<file path="config.mk">
export PLATFORM = sky130hd
export DESIGN_NAME = dram_cmd_sched
export DESIGN_NICKNAME = d
export VERILOG_FILES = /design/src/rtl/dram_pkg.sv /design/src/rtl/dram_cmd_sched.sv
export SDC_FILE = /design/constraint.sdc
export NUM_CORES = 1
export LEC_CHECK = 0
export ABC_CLOCK_PERIOD_IN_PS = 6530
export CAP_MARGIN = 10
export CORE_UTILIZATION = 58
export DETAILED_ROUTE_END_ITERATION = 6
export HOLD_SLACK_MARGIN = 0.15
export PLACE_DENSITY = 0.95
export SYNTH_ARGS = -nofsm -noshare
export SYNTH_HDL_FRONTEND = slang
export SYNTH_SLANG_ARGS = --single-unit
export TNS_END_PERCENT = 1
</file>
<file path="constraint.sdc">
create_clock -name CLK -period 6.53 [get_ports CLK]
set_clock_uncertainty 0.05 [all_clocks]
set_input_delay 1.306 -clock CLK [delete_from_list [all_inputs] [get_ports CLK]]
set_output_delay 1.306 -clock CLK [all_outputs]
set_load 0.05 [all_outputs]
</file>
<file path="src/rtl/dram_pkg.sv">
// Shared DRAM definitions: field widths, timing defaults, command and scheduler state enums.
package dram_pkg;

    localparam int unsigned BANK_GROUP_BITS = 2;
    localparam int unsigned BANK_BITS       = 2;
    localparam int unsigned ROW_BITS        = 17;
    localparam int unsigned COL_BITS        = 10;
    localparam int unsigned CNT_BITS        = 16;

    localparam int unsigned T_RCD_DEF   = 16;
    localparam int unsigned T_RP_DEF    = 16;
    localparam int unsigned T_CL_DEF    = 16;
    localparam int unsigned T_CWL_DEF   = 12;
    localparam int unsigned T_BURST_DEF = 4;
    localparam int unsigned T_RFC_DEF   = 280;
    localparam int unsigned T_REFI_DEF  = 7800;

    // Command presented to the signal generator
    typedef enum logic [2:0] {
        NOP, ACTIVATE, READ, WRITE, PRECHARGE, REFRESH
    } state_t;

    typedef enum logic [3:0] {
        IDLE, PRE, PRE_WAIT, ACT, ACT_WAIT, RW, RW_WAIT, REF, REF_WAIT
    } sched_state_t;

    typedef struct packed {
        logic                       write;
        logic [BANK_GROUP_BITS-1:0] bg;
        logic [BANK_BITS-1:0]       ba;
        logic [ROW_BITS-1:0]        row;
        logic [COL_BITS-1:0]        col;
    } req_t;

    function automatic state_t cmd_of(input sched_state_t s, input logic wr);
        case (s)
            PRE:     return PRECHARGE;
            ACT:     return ACTIVATE;
            RW:      return wr ? WRITE : READ;
            REF:     return REFRESH;
            default: return NOP;
        endcase
    endfunction

endpackage

</file>
<file path="src/rtl/dram_cmd_sched.sv">
// Single-request DRAM command scheduler with one tracked open row and periodic refresh.
module dram_cmd_sched
    import dram_pkg::*;
#(
    parameter int unsigned T_RCD   = T_RCD_DEF,
    parameter int unsigned T_RP    = T_RP_DEF,
    parameter int unsigned T_CL    = T_CL_DEF,
    parameter int unsigned T_CWL   = T_CWL_DEF,
    parameter int unsigned T_BURST = T_BURST_DEF,
    parameter int unsigned T_RFC   = T_RFC_DEF,
    parameter int unsigned T_REFI  = T_REFI_DEF
) (
    input  logic                       CLK,
    input  logic                       RST,
    input  logic                       req_valid,
    input  logic                       req_write,
    input  logic [BANK_GROUP_BITS-1:0] req_bg,
    input  logic [BANK_BITS-1:0]       req_ba,
    input  logic [ROW_BITS-1:0]        req_row,
    input  logic [COL_BITS-1:0]        req_col,
    output logic                       req_ready,
    output logic                       done,
    output state_t                     state,
    output state_t                     nstate,
    output logic [BANK_GROUP_BITS-1:0] BG0,
    output logic [BANK_BITS-1:0]       BA0,
    output logic [ROW_BITS-1:0]        R0,
    output logic [COL_BITS-1:0]        C0,
    output logic                       ref_re
);

    // Wait states last tX-1 cycles, so the counter is loaded with tX-2
    localparam logic [CNT_BITS-1:0] RP_LOAD  = CNT_BITS'(T_RP - 2);
    localparam logic [CNT_BITS-1:0] RCD_LOAD = CNT_BITS'(T_RCD - 2);
    localparam logic [CNT_BITS-1:0] RFC_LOAD = CNT_BITS'(T_RFC - 2);
    localparam logic [CNT_BITS-1:0] RD_LOAD  = CNT_BITS'(T_CL + T_BURST - 2);
    localparam logic [CNT_BITS-1:0] WR_LOAD  = CNT_BITS'(T_CWL + T_BURST - 2);
    localparam logic [CNT_BITS-1:0] REFI_END = CNT_BITS'(T_REFI - 1);

    sched_state_t               fsm, fsm_n;
    logic [CNT_BITS-1:0]        cnt, cnt_n;
    req_t                       cur, cur_n;
    logic                       open_valid, open_valid_n;
    logic [BANK_GROUP_BITS-1:0] open_bg, open_bg_n;
    logic [BANK_BITS-1:0]       open_ba, open_ba_n;
    logic [ROW_BITS-1:0]        open_row, open_row_n;
    logic                       ref_seq, ref_seq_n;
    logic                       ref_pending, ref_pending_n;
    logic [CNT_BITS-1:0]        refi_cnt;
    logic                       refi_expire;
    logic                       hit;

    assign hit         = open_valid && (open_bg == req_bg) && (open_ba == req_ba) && (open_row == req_row);
    assign refi_expire = (refi_cnt == REFI_END);
    assign nstate      = NOP;
    assign BG0         = cur.bg;
    assign BA0         = cur.ba;
    assign R0          = cur.row;
    assign C0          = cur.col;

    // Next-state, counter and open-row bookkeeping
    always_comb begin
        fsm_n        = fsm;
        cnt_n        = cnt;
        cur_n        = cur;
        open_valid_n = open_valid;
        open_bg_n    = open_bg;
        open_ba_n    = open_ba;
        open_row_n   = open_row;
        ref_seq_n    = ref_seq;
        case (fsm)
            IDLE: begin
                if (ref_pending) begin
                    ref_seq_n = 1'b1;
                    fsm_n     = open_valid ? PRE : REF;
                end else if (req_valid) begin
                    cur_n.write = req_write;
                    cur_n.bg    = req_bg;
                    cur_n.ba    = req_ba;
                    cur_n.row   = req_row;
                    cur_n.col   = req_col;
                    fsm_n       = hit ? RW : (open_valid ? PRE : ACT);
                end
            end
            PRE: begin
                open_valid_n = 1'b0;
                if (T_RP > 1) begin
                    cnt_n = RP_LOAD;
                    fsm_n = PRE_WAIT;
                end else begin
                    fsm_n = ref_seq ? REF : ACT;
                end
            end
            PRE_WAIT: begin
                if (cnt == '0) fsm_n = ref_seq ? REF : ACT;
                else           cnt_n = cnt - CNT_BITS'(1);
            end
            ACT: begin
                open_valid_n = 1'b1;
                open_bg_n    = cur.bg;
                open_ba_n    = cur.ba;
                open_row_n   = cur.row;
                if (T_RCD > 1) begin
                    cnt_n = RCD_LOAD;
                    fsm_n = ACT_WAIT;
                end else begin
                    fsm_n = RW;
                end
            end
            ACT_WAIT: begin
                if (cnt == '0) fsm_n = RW;
                else           cnt_n = cnt - CNT_BITS'(1);
            end
            RW: begin
                cnt_n = cur.write ? WR_LOAD : RD_LOAD;
                fsm_n = RW_WAIT;
            end
            RW_WAIT: begin
                if (cnt == '0) fsm_n = IDLE;
                else           cnt_n = cnt - CNT_BITS'(1);
            end
            REF: begin
                open_valid_n = 1'b0;
                ref_seq_n    = 1'b0;
                if (T_RFC > 1) begin
                    cnt_n = RFC_LOAD;
                    fsm_n = REF_WAIT;
                end else begin
                    fsm_n = IDLE;
                end
            end
            REF_WAIT: begin
                if (cnt == '0) fsm_n = IDLE;
                else           cnt_n = cnt - CNT_BITS'(1);
            end
            default: fsm_n = IDLE;
        endcase
        // Issuing REF consumes the pending request; a coincident expiry is dropped
        ref_pending_n = (fsm == REF) ? 1'b0 : (refi_expire ? 1'b1 : ref_pending);
    end

    // State register; outputs are registered from the next-state values
    always_ff @(posedge CLK or posedge RST) begin
        if (RST) begin
            fsm        <= IDLE;
            cnt        <= '0;
            cur        <= '0;
            open_valid <= 1'b0;
            open_bg    <= '0;
            open_ba    <= '0;
            open_row   <= '0;
            ref_seq    <= 1'b0;
            state      <= NOP;
            req_ready  <= 1'b1;
            done       <= 1'b0;
            ref_re     <= 1'b0;
        end else begin
            fsm        <= fsm_n;
            cnt        <= cnt_n;
            cur        <= cur_n;
            open_valid <= open_valid_n;
            open_bg    <= open_bg_n;
            open_ba    <= open_ba_n;
            open_row   <= open_row_n;
            ref_seq    <= ref_seq_n;
            state      <= cmd_of(fsm_n, cur_n.write);
            req_ready  <= (fsm_n == IDLE) && !ref_pending_n;
            done       <= (fsm_n == RW_WAIT) && (cnt_n == '0);
            ref_re     <= (fsm_n == PRE) && ref_seq_n;
        end
    end

    // Free-running refresh interval counter
    always_ff @(posedge CLK or posedge RST) begin
        if (RST) begin
            refi_cnt    <= '0;
            ref_pending <= 1'b0;
        end else begin
            refi_cnt    <= refi_expire ? '0 : refi_cnt + CNT_BITS'(1);
            ref_pending <= ref_pending_n;
        end
    end

endmodule

</file>
# == Word-level counts from Yosys, hierarchy flattened ==
# Index checks and enable logic that the tools add are counted.
# totals
inputBits,35
rom_bits,0
latch_bits,0
out_inout_bits,40
memories,0
ramBits,0
register_bits,98
# op_classes
n_lt_le_gt_ge,0
mul,0
n_div,0
n_shift,0
n_reduce_logical,17
n_addsub,2
n_bitwise,1
muxes,24
n_eq_ne,17
# ops
cell,n
$mux W32,3
$pmux W16 S4,1
$logic_not A16 Y1,2
$mux W16,2
$pmux W4 S8,1
$eq A4 B3 Y1 const B,7
$mux W4,5
$eq A17 B17 Y1,1
$add A16 B1 Y16 const B,1
$eq A16 B13 Y1 const B,1
$sub A16 B1 Y16 const B,1
$eq A4 B2 Y1 const B,3
$pmux W3 S4,1
$mux W3,3
$eq A4 B1 Y1 const B,2
$logic_not A4 Y1,2
$logic_and A1 B1 Y1,6
$reduce_or A2 Y1,3
$mux W5,1
$eq A2 B2 Y1,2
$eq A4 B4 Y1 const B,1
$mux W1,4
$pmux W1 S2,2
$reduce_or A4 Y1,1
5 further kinds,5

# == Logic depth before layout (Yosys ltp) ==
# Gate-level depths: netlist of the first run.
# depth
ltp_word,10
depth_mapped,10
depth_no_buf,9

# == Worst setup path before layout of the first run ==
# Ideal clock, no wire load.
# synth_path
path_kind,register to register
start,register cnt[5]
end,register done
setup_time_ns,0.096
required_ns,6.384
slack_ns,3.753
t_arrival_ns,2.631
stages_incl_launch_ff,8
n_path_buf,0
cell_sequence,dfrtp_1 > or3_4 > or3_4 > or4_4 > a21oi_2 > o2bb2ai_2 > or4_4 > nor4_2
# synth_via
elab_chain_len,5
# synth_lines
element,line,text
start: declaration,dram_cmd_sched.sv:41,"logic [CNT_BITS-1:0] cnt, cnt_n;"
start signal: assignment,dram_cmd_sched.sv:159,cnt <= cnt_n;
$sub A16 B1 Y16 / $logic_not A16 Y1 (equally long branches),--,
$mux W16 (*),--,
$pmux W16 S4 (*),dram_cmd_sched.sv:71,case (fsm)
via cnt_n[11],dram_cmd_sched.sv:41,
$logic_not A16 Y1 (*),dram_cmd_sched.sv:168,done <= (fsm_n == RW_WAIT) && (cnt_n == '0);
$logic_and A1 B1 Y1 (*),dram_cmd_sched.sv:168,
end signal: assignment,dram_cmd_sched.sv:168,
end: declaration,dram_cmd_sched.sv:22,"output logic done,"
# Mark *: on every way through the listed nets, which the timed path passes. The rest lies on a longest branch.
# A chain may end at the register's enable or synchronous reset.

# == Worst setup path in the final report of the first run ==
# layout_path
start,register cnt[0]
end,register done
# The elaborated chain is that of the path after synthesis.

==> results of run 1 <==
==> path summary, 6_finish.rpt <==
path | from | to | cells after the start
max reg2reg | cnt[0] | done | 9
max in group asynchronous | RST | cnt[0] | 3
min in group asynchronous | RST | BA0[1] | 2
min | refi_cnt[15] | refi_cnt[15] | 1
min reg2reg | refi_cnt[15] | refi_cnt[15] | 1
max | cnt[0] | done | 9
==> registers in the layout, summed over array words and instances, names as in the netlist, 3 cells and up <==
name,flops
cnt,16
open_row,17
refi_cnt,16
R0,17
C0,10
fsm,4
state,3
==> area by class of cell <==
| type | count | area [sq um] | area share |
|---|---|---|---|
| sequential | 98 | 2450 | 0.436 |
| inverter | 11 | 42.5 | 0.00756 |
| clock buffer | 9 | 124 | 0.0220 |
| tap | 105 | 131 | 0.0234 |
| clock inverter | 7 | 71.3 | 0.0127 |
| multi-input combinational | 271 | 2080 | 0.369 |
| timing repair buffer | 73 | 726 | 0.129 |
==> critical path, cell delays in order, from the launching register on <==
cell and delay (ns):
sky130_fd_sc_hd__dfrtp_1 0.45, sky130_fd_sc_hd__inv_1 0.12, sky130_fd_sc_hd__ha_1 0.15, sky130_fd_sc_hd__or3b_2 0.47, sky130_fd_sc_hd__nor4_2 0.75, sky130_fd_sc_hd__nor2_1 0.22, sky130_fd_sc_hd__a211oi_1 0.29, sky130_fd_sc_hd__a311oi_1 0.09
sky130_fd_sc_hd__or4_4 0.52, sky130_fd_sc_hd__nor4_2 0.29
==> power breakdown <==
group	total (mW)	internal, mW	leakage, nW	switching [mW]
combinational	1.32	0.537	1.11	0.786
sequential	1.04	0.830	1.23	0.209
clock	0.380	0.149	0.0991	0.231
total	2.74	1.52	2.44	1.23
==> per-stage QoR <==
stage | std cells | utilization
2_1_floorplan | 428 | -
3_3_place_gp | 558 | 0.664
3_5_place_dp | 558 | 0.664
4_1_cts | 574 | 0.688
5_1_grt | 574 | 0.688
6_report | 574 | 0.688
==> layout by cell type (no fill, tap or decap), types with 3 or more instances in the layout <==
| cell type | instances |
|---|---|
| sky130_fd_sc_hd__nand2_1 | 20 |
| sky130_fd_sc_hd__mux2i_1 | 7 |
| sky130_fd_sc_hd__nand4_1 | 4 |
| sky130_fd_sc_hd__o21a_1 | 5 |
| sky130_fd_sc_hd__clkdlybuf4s50_1 | 71 |
| sky130_fd_sc_hd__mux2_2 | 53 |
| sky130_fd_sc_hd__nor4_1 | 10 |
| sky130_fd_sc_hd__nor4_2 | 3 |
| sky130_fd_sc_hd__a211oi_1 | 6 |
| sky130_fd_sc_hd__or4_1 | 5 |
| sky130_fd_sc_hd__clkbuf_8 | 9 |
| sky130_fd_sc_hd__conb_1 | 3 |
| sky130_fd_sc_hd__a31oi_1 | 3 |
| sky130_fd_sc_hd__nor2b_1 | 3 |
| sky130_fd_sc_hd__nor2_1 | 24 |
| sky130_fd_sc_hd__inv_1 | 10 |
| sky130_fd_sc_hd__xor2_1 | 25 |
| sky130_fd_sc_hd__or4_4 | 4 |
| sky130_fd_sc_hd__a21oi_1 | 8 |
| sky130_fd_sc_hd__nor3_1 | 6 |
| sky130_fd_sc_hd__clkinv_4 | 3 |
| sky130_fd_sc_hd__xnor2_1 | 10 |
| sky130_fd_sc_hd__ha_1 | 3 |
| sky130_fd_sc_hd__o211ai_1 | 3 |
| sky130_fd_sc_hd__and3_1 | 4 |
| sky130_fd_sc_hd__o21ai_0 | 8 |
| sky130_fd_sc_hd__nand3_1 | 12 |
| sky130_fd_sc_hd__nand2b_1 | 3 |
| sky130_fd_sc_hd__dfrtp_1 | 97 |
==> routing by layer <==
| layer | vias to the layer above | GRT usage | share of wire |
|---|---|---|---|
| met5 | - | 0 | 0 |
| met1 | 1702 | 0.306 | 0.38 |
| met2 | 119 | 0.441 | 0.54 |
| li1 | 1567 | - | - |
| met3 | 30 | 0.0455 | 0.045 |
| met4 | 0 | 0.137 | 0.037 |
==> cell families after synthesis <==
| family | share of synthesized area |
|---|---|
| adder cells (fa/ha/maj) | 0.00771 |
| other | 0.000771 |
| XOR/XNOR | 0.0630 |
| AO/OA/AOI/OAI | 0.0746 |
| buffers and inverters | 0.0725 |
| multiplexers | 0.137 |
| flip-flops | 0.504 |
| AND/OR/NAND/NOR | 0.140 |
==> metrics, run 1 <==
number of enable-type register cells in the synthesized netlist=0; Layout Area Growth over Synthesis=15.6%; Clock Tree Root=sky130_fd_sc_hd__clkbuf_8; Die W=93.6 microns; Longest Clk Path Bufs=2; synth top area cells=sky130_fd_sc_hd__dfrtp_1, sky130_fd_sc_hd__mux2_2, sky130_fd_sc_hd__buf_4; Die Y=93.6 microns; Post-CTS Resized=0; Setup Slack @ Placement=2.98 ns; antenna violations before repair=0; vias in the first global route=3490; post-CTS repair timing setup buffer count=0; sequential-to-total area share from yosys stat=0.504; number of nets with antenna violations after routing=0; # diodes=0; category of the most critical setup path=flop to flop; highest achievable clock rate=0.287 GHz; detail-routed net length per standard cell=17.7 microns; post-layout min period=3.49 ns; first-pass detailed-route iteration total=4; arrival time at the worst endpoint=3.71 ns; fillcell total=547; via density per instance=5.95; global router's overall resource usage=0.256; total clock buffers created by CTS=9; area of the mapped netlist=4870 sq um; final-stage net count=502; CTS tree=built; pin count of the biggest net entering global routing=56; leading cell type by number of instances after synthesis=sky130_fd_sc_hd__dfrtp_1; number of design rule violations left after detail routing=0; leading register cell type out of synthesis=sky130_fd_sc_hd__dfrtp_1; run status=complete, no violations; setup tns final=0 ns; power density over the cells=488 nW/um^2; total vias in the final route=3418; max_cap viols=0; share of the synthesized area in the top cell type=0.499; overflow left after global routing=0; IO Count=75; Overall Power=2.74 mW; r2r setup slk=3.04 ns; final wirelength=10100 microns; quantity of hold-fixing buffers added after cts=0; fraction of layout instances using a drive strength above 1=0.194; area of the core region=8180 sq um; endpoint required time on the critical path=6.76 ns; routability congestion estimate=0.919; number of sinks driven by the clock tree=98; placed standard-cell area=5430 sq um; maximum resistive drop on vdd=0.000301 V; flops & latches, synth=98; most frequent cells after synthesis=sky130_fd_sc_hd__dfrtp_1, sky130_fd_sc_hd__mux2_2, sky130_fd_sc_hd__buf_4; worst hold slack=0.433 ns; distinct cell type count of the synthesized netlist=60; Clock H-tree levels=3; Iter 0 DRT Violations=383; initial cell density of the core=0.595; clock edge transition at the registers on the reported setup and hold paths=0.10 ns; first-pass GRT wire length=16900 microns; cell taking the most area after synthesis=sky130_fd_sc_hd__dfrtp_1; kind of path behind the tightest hold check=flop to flop; overall die area=8760 sq um; Max transition margin=0.262; Worst Setup Start Kind=flop; Syn Inst Count=426; number of placement rows=33; fraction of registers with async set or reset after synthesis=1.00; fin. max-slew vios=0; detailed placer's ending HPWL=7320 microns; later-pin clock latency in the skew report=0.37 ns; transition time of the tightest slew-check pin=1.11 ns; Yosys warnings=0; Post-Syn Area per Cell=11.4 sq um; CP endpoint kind=flop; unrepaired setup endpoints after global routing=no; leakage power summed over all cells=2.44 nW; final design area excluding fillers=5620 sq um; post-route worst setup slack=3.04 ns; share of the clock period used by the worst path after layout=0.534; number of endpoints failing setup at the final stage=0; final hold vios=0; worst-path maximum fanout=11; I/O Buffers=71
Note: power is estimated with default switching activity, not from simulation.
==> run 2, diff against run 1 <==
ABC_CLOCK_PERIOD_IN_PS = 3100   (was 6530)
CORE_UTILIZATION = 49   (was 58)
PLACE_DENSITY = 0.88   (was 0.95)
clock period = 3.1 ns   (was 6.53 ns; I/O delays follow)
==> run 2 against run 1 <==
  * Count of clock-buffer cells in the layout up 1
  * Combinational power up 130%
  * Global-route usage down 4.8 points
  * Clock power up 110%
  * Critical path type unchanged
==> metrics, run 2 (same netlist as run 1, synthesis figures left out) <==
Clock H-tree levels=3 (unchanged); met3 GRT Util=0.0449 (was 0.0455); later-pin clock latency in the skew report=0.38 ns (was 0.37 ns); R2R Path End=done (unchanged); run status=complete, no violations (unchanged); highest achievable clock rate=0.336 GHz (was 0.287 GHz); fraction of layout instances using a drive strength above 1=0.226 (was 0.194); maximum resistive drop on vdd=0.000641 V (was 0.000301 V); most used cells in the layout excluding fill and tap cells=sky130_fd_sc_hd__dfrtp_1, sky130_fd_sc_hd__clkdlybuf4s50_1, sky130_fd_sc_hd__mux2_2, sky130_fd_sc_hd__xor2_1, sky130_fd_sc_hd__nor2_1 (unchanged); placed standard-cell area=5580 sq um (was 5430 sq um); number of nets with antenna violations after routing=0 (unchanged); CP startpoint=fsm[3] (was cnt[0]); share of the clock period used by the worst path after layout=0.961 (was 0.534); Worst Setup Start Kind=flop (unchanged); quantity of hold-fixing buffers added after cts=0 (unchanged); post-layout min period=2.98 ns (was 3.49 ns); Multi-input gate area=2090 sq um (was 2080 sq um); global router's overall resource usage=0.208 (was 0.256); sequential cell area in the final layout=2450 sq um (unchanged); endpoint required time on the critical path=3.33 ns (was 6.76 ns); clock edge transition at the registers on the reported setup and hold paths=0.11 ns (was 0.10 ns); r2r setup slk=0.12 ns (was 3.04 ns); routability congestion estimate=0.906 (was 0.919); Clock Tree Root=sky130_fd_sc_hd__clkbuf_8 (unchanged); Die W=102 microns (was 93.6 microns); via density per instance=5.58 (was 5.95); IO Count=75 (unchanged); final wirelength=10300 microns (was 10100 microns); unrepaired setup endpoints after global routing=yes (was no); Max transition margin=0.323 (was 0.262); area of the core region=9680 sq um (was 8180 sq um); fillcell total=764 (was 547); Die Y=102 microns (was 93.6 microns); number of design rule violations left after detail routing=0 (unchanged); CP endpoint kind=flop (unchanged); first-pass GRT wire length=16300 microns (was 16900 microns); number of cells on the worst reg-to-reg path=8 (was 9); fraction of met2 tracks used by global routing=0.350 (was 0.441); Longest Clk Path Bufs=2 (unchanged); detail-routed net length per standard cell=16.6 microns (was 17.7 microns); Setup crit end=done (unchanged); Iter 0 DRT Violations=249 (was 383); # diodes=0 (unchanged); power density over the cells=1020 nW/um^2 (was 488 nW/um^2); overall die area=10300 sq um (was 8760 sq um); overflow left after global routing=0 (unchanged); kind of path behind the tightest hold check=flop to flop (unchanged); final hold vios=0 (unchanged); initial cell density of the core=0.502 (was 0.595); r2r startpoint=fsm[3] (was cnt[0]); CTS tree=built (unchanged); Overall Power=5.90 mW (was 2.74 mW); Layout Area Growth over Synthesis=19.4% (was 15.6%); total clock buffers created by CTS=9 (unchanged); pin count of the biggest net entering global routing=83 (was 56); first-pass detailed-route iteration total=6 (was 4); arrival time at the worst endpoint=3.21 ns (was 3.71 ns); final-stage net count=519 (was 502); number of sinks driven by the clock tree=98 (unchanged); detailed placer's ending HPWL=7320 microns (about the same); transition time of the tightest slew-check pin=1.01 ns (was 1.11 ns); I/O Buffers=71 (unchanged); fin. max-slew vios=0 (unchanged); leakage power summed over all cells=2.53 nW (was 2.44 nW); routing layer with the top usage in global route=met2 (unchanged); vias in the first global route=3377 (was 3490); antenna violations before repair=0 (unchanged); worst-path maximum fanout=12 (was 11); number of endpoints failing setup at the final stage=0 (unchanged); category of the most critical setup path=flop to flop (unchanged); max_cap viols=0 (unchanged); number of placement rows=36 (was 33); total vias in the final route=3455 (was 3418); most frequent standard cell in the layout excluding fill and tap cells=sky130_fd_sc_hd__dfrtp_1 (unchanged); final design area excluding fillers=5810 sq um (was 5620 sq um); met1 usage=0.267 (was 0.306)
## run 2: changes by cell type in the layout (fill, tap and decap cells not counted), sizes merged
| cell | change |
|---|---|
| buf | +17 |
| clkbuf | +1 |
| clkinv | -3 |
| clkinvlp | +2 |
## run 2: area by class of cell
type	count	share of cell area
Clock buffer	10	0.0237
Clock inverter	6	0.00818
Inverter	11	0.00775
Multi-Input combinational cell	271	0.360
Sequential cell	98	0.422
Tap cell	133	0.0286
Timing Repair Buffer	90	0.149
## run 2: how the worst min path moves through the flow
stage / cells after the start / slack, ns / to / from
after floorplan: 1 / 0.39 / refi_cnt[15] / refi_cnt[15]
after CTS: 1 / 0.43 / refi_cnt[15] / refi_cnt[15]
after global routing: 1 / 0.46 / refi_cnt[13] / refi_cnt[13]
after detailed placement: 1 / 0.41 / refi_cnt[15] / refi_cnt[15]
final: 1 / 0.43 / refi_cnt[15] / refi_cnt[15]
after global placement: 1 / 0.41 / refi_cnt[0] / refi_cnt[0]
## run 2: where the power goes
group          switching, mW  internal (mW)
sequential             0.375           1.75
combinational           1.78           1.21
clock                  0.464          0.322
## run 2: what timing repair did
item | 4_1_cts | 5_1_grt
resized for setup | 0 | 6
endpoints found under the setup margin | 0 | 2
endpoints found under the hold margin | 0 | 0
setup buffers | 0 | 3
## run 2: through the flow
stage               hold slack (ns)  utilization  setup WS (ns)  TNS, ns  instances
floorplan                     0.387            -          0.323        0        428
global placement              0.410        0.576          0.220        0        600
detailed placement            0.412        0.576          0.137        0        600
CTS                           0.433        0.595         0.0991        0        616
global route                  0.461        0.600        -0.0288  -0.0288        619
finish                        0.435        0.600          0.120        0        619
## run 2: critical path, stage by stage, from the launching register on
cell	delay [ns]
sky130_fd_sc_hd__dfrtp_1	0.58
sky130_fd_sc_hd__or4b_1	0.52
sky130_fd_sc_hd__o21a_1	0.17
sky130_fd_sc_hd__buf_4	0.16
sky130_fd_sc_hd__nor2_1	0.34
sky130_fd_sc_hd__nand3_1	0.22
sky130_fd_sc_hd__mux2i_1	0.16
sky130_fd_sc_hd__or4_4	0.41
sky130_fd_sc_hd__nor4_2	0.27
## run 2: routing by layer
| metal | vias up | wire, microns |
|---|---|---|
| met5 | - | 0 |
| met4 | 0 | 170 |
| met3 | 20 | 475 |
| met2 | 114 | 5300 |
| met1 | 1727 | 4320 |
| li1 | 1594 | - |
